**src/rtl/flit_credit_rx_buffer.sv**
```systemverilog
// Receive-side flit FIFO behind a valid-only pipeline: absorbs flits, presents them
// with valid/ready, and returns one upstream credit per freed entry plus DEPTH at reset.
module flit_credit_rx_buffer #(
  parameter int unsigned FLIT_DW = 512,
  parameter int unsigned DEPTH   = 8
) (
  input  logic                         clk,
  input  logic                         rst_n,
  input  logic [FLIT_DW-1:0]           flit_data_in,
  input  logic                         flit_vld_in,
  output logic [FLIT_DW-1:0]           out_data,
  output logic                         out_vld,
  input  logic                         out_rdy,
  output logic                         credit_ret,
  output logic [$clog2(DEPTH+1)-1:0]   occupancy,
  output logic                         overflow_err
);

  localparam int unsigned PW  = (DEPTH > 1) ? $clog2(DEPTH) : 1;
  localparam int unsigned CW  = $clog2(DEPTH + 1);
  localparam int unsigned PCW = CW + 1;

  logic [FLIT_DW-1:0] mem_q [DEPTH];
  logic [PW-1:0]      wr_ptr_q, wr_ptr_d;
  logic [PW-1:0]      rd_ptr_q, rd_ptr_d;
  logic [CW-1:0]      occ_q, occ_d;
  logic [CW-1:0]      pend_q, pend_d;
  logic               credit_q, credit_d;
  logic               ovf_q, ovf_d;

  logic               full, pop, push;
  logic [PCW-1:0]     pend_sum;

  // Next-state logic: FIFO bookkeeping, sticky overflow and credit engine
  always_comb begin
    full     = (occ_q == CW'(DEPTH));
    pop      = (occ_q != '0) & out_rdy;
    push     = flit_vld_in & (~full | pop);

    wr_ptr_d = wr_ptr_q;
    rd_ptr_d = rd_ptr_q;
    if (push) wr_ptr_d = (wr_ptr_q == PW'(DEPTH - 1)) ? '0 : wr_ptr_q + PW'(1);
    if (pop)  rd_ptr_d = (rd_ptr_q == PW'(DEPTH - 1)) ? '0 : rd_ptr_q + PW'(1);

    occ_d    = occ_q + CW'(push) - CW'(pop);
    ovf_d    = ovf_q | (flit_vld_in & full & ~pop);

    // Pending credits drain one per cycle; pops during the reset burst queue up here
    pend_sum = PCW'(pend_q) + PCW'(pop);
    credit_d = (pend_sum != '0);
    pend_d   = CW'(pend_sum - PCW'(credit_d));
  end

  always_ff @(posedge clk or negedge rst_n) begin
    if (!rst_n) begin
      wr_ptr_q <= '0;
      rd_ptr_q <= '0;
      occ_q    <= '0;
      pend_q   <= CW'(DEPTH);
      credit_q <= 1'b0;
      ovf_q    <= 1'b0;
    end else begin
      wr_ptr_q <= wr_ptr_d;
      rd_ptr_q <= rd_ptr_d;
      occ_q    <= occ_d;
      pend_q   <= pend_d;
      credit_q <= credit_d;
      ovf_q    <= ovf_d;
    end
  end

  // Storage is intentionally unreset; head data is only meaningful while out_vld=1
  always_ff @(posedge clk) begin
    if (push) mem_q[wr_ptr_q] <= flit_data_in;
  end

  assign out_data     = mem_q[rd_ptr_q];
  assign out_vld      = (occ_q != '0);
  assign occupancy    = occ_q;
  assign credit_ret   = credit_q;
  assign overflow_err = ovf_q;

endmodule
```
**config.mk**
```make
export PLATFORM = sky130hd
export DESIGN_NAME = flit_credit_rx_buffer
export DESIGN_NICKNAME = d
export VERILOG_FILES = /design/src/rtl/flit_credit_rx_buffer.sv
export SDC_FILE = /design/constraint.sdc
export NUM_CORES = 2
export LEC_CHECK = 0
export BUFFER_PORTS_ARGS = -buffer_cell sky130_fd_sc_hd__buf_2
export CORE_ASPECT_RATIO = 1.2
export CORE_UTILIZATION = 32
export CTS_CLUSTER_SIZE = 14
export DETAILED_ROUTE_END_ITERATION = 10
export GPL_TIMING_DRIVEN = 0
export PLACE_DENSITY = 0.55
export SYNTH_ARGS = -nofsm -noshare
export SYNTH_HDL_FRONTEND = slang
export SYNTH_SLANG_ARGS = --single-unit
```
**constraint.sdc**
```tcl
create_clock -name clk -period 64.7 [get_ports clk]
set_input_delay 6.47 -clock clk [delete_from_list [all_inputs] [get_ports clk]]
set_output_delay 6.47 -clock clk [all_outputs]
set_load 0.02 [all_outputs]
```
==> impl_results.rst <==
.. list-table::
   :header-rows: 1

   * - Metric
     - Value
   * - Fraction of the yosys area taken by sequential cells
     - 0.801
   * - Minimum setup slack in the final design
     - 53.39 ns
   * - Hold Slack
     - 0.478 ns
   * - Final hold vios
     - 0
   * - Main area contributors after synthesis
     - edfxtp_1 (80%), mux4_2 (15%), mux2_2 (3.8%)
   * - Count of final max-slew check failures
     - 0
   * - Maximum ir drop on the vdd rail
     - 0.0294 mV
   * - Syn. warnings
     - 0
   * - Post-detailed-route count of antenna-violating nets
     - 0
   * - Launch point of the worst hold path
     - overflow_err
   * - Worst path bufs/invs
     - 5
   * - Power per standard cell area
     - 47.8 nW/um^2
   * - Critical path startpoint
     - rd_ptr_q[1]
   * - Number of global-route vias before repair
     - 75537
   * - Area of the core
     - 479000 um^2
   * - Largest stage delay on the critical path
     - 0.93 ns
   * - All-Layer GR Usage
     - 0.171
   * - Number of enable-type register cells in the synthesized netlist
     - 4096
   * - Leading cell types in the layout, fill and taps excluded
     - edfxtp_1 (4096), buf_2 (1155), mux4_2 (1024), mux2_2 (518), clkbuf_16 (414)
   * - Post-placement cell area
     - 173000 um^2
   * - Data required time at the worst endpoint
     - 58.23 ns
   * - Drt first pass iters
     - 5
   * - Area share of the leading cell type in the synthesized netlist
     - 0.798
   * - Final TNS setup
     - 0 ns
   * - Largest net degree at the start of global routing
     - 24
   * - DRC viols
     - 0
   * - Fraction of power consumed by sequential logic
     - 0.383
   * - Number of standard cells after synthesis
     - 6001
   * - Top_reg_cell synth
     - edfxtp_1
   * - Final std cell area, no fill
     - 186000 um^2
   * - Post-DR wirelength/cell
     - 29.0 um
   * - Slew margin rel.
     - 0.120
   * - Type of element capturing the critical path
     - output pin
   * - Cell type with the highest aggregate area in the netlist
     - edfxtp_1
   * - Cell with the largest stage delay on the worst path
     - clkbuf_1
   * - #FFs+latches synth
     - 4112
   * - Status
     - complete, no violations
   * - CP top delay family
     - buffers and inverters
   * - Htree depth
     - 5
   * - Clk Latency, worst-skew pair
     - 1.02 ns
   * - Startpoint of the lowest-slack register-to-register path
     - occupancy[2]
   * - Final worst path period share
     - 0.175
   * - Cell internal pwr
     - 5.90 mW
   * - Layout Skew
     - 0.0387 ns
   * - Class of the most critical setup path
     - reg -> out
   * - Combinational fraction of design power
     - 0.360
   * - Die area
     - 484000 um^2
   * - Number of library cell types mapped by synthesis
     - 31
   * - Initial drt markers
     - 6118
   * - Top fanout value on the critical path
     - 11
   * - Post-placement worst setup slack
     - 53.73 ns
   * - Routability cong.
     - 0.726
   * - Startpoint type of the worst setup path
     - register
   * - Maximum buffer depth of the clock tree
     - 4
   * - Share of layout cells above drive strength 1
     - 0.459
   * - Setup fix buffers added after clock tree synthesis
     - 0
   * - Most Frequent Cell on Critical Path
     - buf_2
   * - Cell area after technology mapping
     - 154000 um^2
   * - TritonCTS clock tree
     - yes
   * - Antenna violations before repair
     - 227
   * - Dpl cells
     - 13828
   * - Detailed-route vias per instance
     - 4.91
   * - Area grow syn2layout
     - 20.9%
   * - Highest clock frequency the design can meet
     - 88.4 MHz
   * - Average cell area after synthesis
     - 25.7 um^2
   * - Classification of the worst-slack hold path
     - reg -> reg
   * - Most common cell after layout, fill and taps aside
     - edfxtp_1
   * - I/O pin total
     - 1035
   * - RSZ-0062 raised after global routing
     - false
   * - Net switching power figure
     - 3.01 mW
   * - Detailed Route WL
     - 425000 um
   * - Arr. time, crit path
     - 4.84 ns
   * - Number of cells on the critical path
     - 7
   * - Clk pwr share
     - 0.258
   * - Final number of setup-violating endpoints
     - 0
   * - CP cell instances
     - buf_2 > buf_2 > clkbuf_1 > buf_2 > mux4_2 > mux2_2 > buf_2
   * - Lkg Pwr
     - 60.5 nW
   * - Clock transition at the register clock pins on the worst setup and hold paths after CTS
     - 0.06 ns
   * - Cts-stage hold buffer count
     - 0
   * - Row cnt
     - 278
   * - Worst Tran Pin Value
     - 1.32 ns
   * - Async set-or-reset flop fraction in the synthesized netlist
     - 0.00389
   * - Non-filler cells in the finished layout
     - 14639
   * - Half-perimeter wire length of the detailed placement result
     - 300000 um
   * - Wire length of the first global-routing pass
     - 594000 um
   * - Via count
     - 71869
   * - Net count, final
     - 8471
   * - Tmin final
     - 11.31 ns
   * - Vertical die dimension
     - 762 um
   * - Total clock buffers created by CTS
     - 410
   * - Net count after synthesis
     - 6532
   * - Initial core utilization
     - 0.322
   * - Max Cap Violations
     - 0
   * - Register-to-Register Path Depth
     - 19
   * - Root Driver
     - clkbuf_16
   * - Overall die width
     - 635 um
   * - Quantity of gates resized following cts
     - 0
   * - Proportion of total power due to net switching
     - 0.338
   * - Total gr overflow
     - 0
   * - Quantity of I/O buffers inserted on ports
     - 1034
   * - Number of cells on the worst hold path
     - 1
   * - # clock sinks
     - 4112
[path summary, 6_finish.rpt]
path                       slack, ns       endpoint
min reg2reg                     0.48   overflow_err
min                             0.48   overflow_err
max reg2reg                    59.75  mem_q[0][140]
max                            53.39  out_data[169]
min in group asynchronous       5.40   occupancy[3]
max in group asynchronous      58.98      pend_q[3]
[routing by layer]
layer / wire length [um] / global-route usage / up-vias
met5: 588 / 0 / -
met4: 11000 / 0.0430 / 98
met3: 34400 / 0.0522 / 745
met2: 212000 / 0.295 / 2231
met1: 166000 / 0.211 / 38768
li1: - / - / 30027
[state kept, by name (all words and copies together) (netlist names)]
| signal | flops |
|---|---|
| mem_q | 4096 |
| occupancy | 4 |
| pend_q | 4 |
| rd_ptr_q | 3 |
| wr_ptr_q | 3 |
| credit_ret | 1 |
| overflow_err | 1 |
[area by class of cell]
class	count	area, um^2
timing repair buffer	1527	11300
inverter	12	45.0
tap	6300	7880
fill	42629	292000
buffer	285	1370
sequential	4112	123000
antenna	75	188
clock inverter	239	2160
clock buffer	497	10700
multi-input combinational	1592	29400
[worst register-to-register path: stages (launching register included)]
cell and delay, ns:
dfrtp_1 0.35, inv_1 0.08, ha_1 0.22, nor2b_1 0.22, o21ai_2 0.18, nor4_2 0.91
buf_6 0.26, buf_4 0.21, buf_4 0.21, buf_4 0.19, buf_4 0.20, buf_6 0.17
buf_4 0.21, buf_4 0.20, buf_4 0.20, buf_4 0.19, buf_4 0.17, buf_4 0.19
buf_4 0.18, buf_4 0.16
[Yosys cell counts (all sizes together), types with 2 or more instances]
library cell and count:
mux4 1024, edfxtp 4096, mux2 518, or3b 2, ha 14, dfrtp 15, nand2b 2, inv 12
xor2 4, o21ai 2, xnor2 2, clkbuf 132, nand2 2, nor2 6, nor3 4, buf 153
nor2b 2
[through the flow]
step	power (mW)	utilization
global placement	7.73	0.349
floorplan	5.82	-
finish	8.91	0.389
CTS	9.08	0.389
detailed placement	6.77	0.362
global route	9.28	0.389
[cell families after synthesis]
| family | share of synthesized area |
|---|---|
| AO/OA/AOI/OAI | 0.000284 |
| XOR/XNOR | 0.000341 |
| adder cells (fa/ha/maj) | 0.00127 |
| buffers and inverters | 0.00904 |
| flip-flops | 0.801 |
| multiplexers | 0.188 |
| AND/OR/NAND/NOR | 0.000812 |
[power groups by stage]
stage               combinational (mW)  sequential [mW]  clock, mW
floorplan                         1.88             3.94          0
global placement                  3.11             4.61          0
detailed placement                3.30             3.47          0
CTS                               3.31             3.41       2.36
global route                      3.40             3.44       2.45
finish                            3.21             3.41       2.30
(Power assumes the default switching activity.)
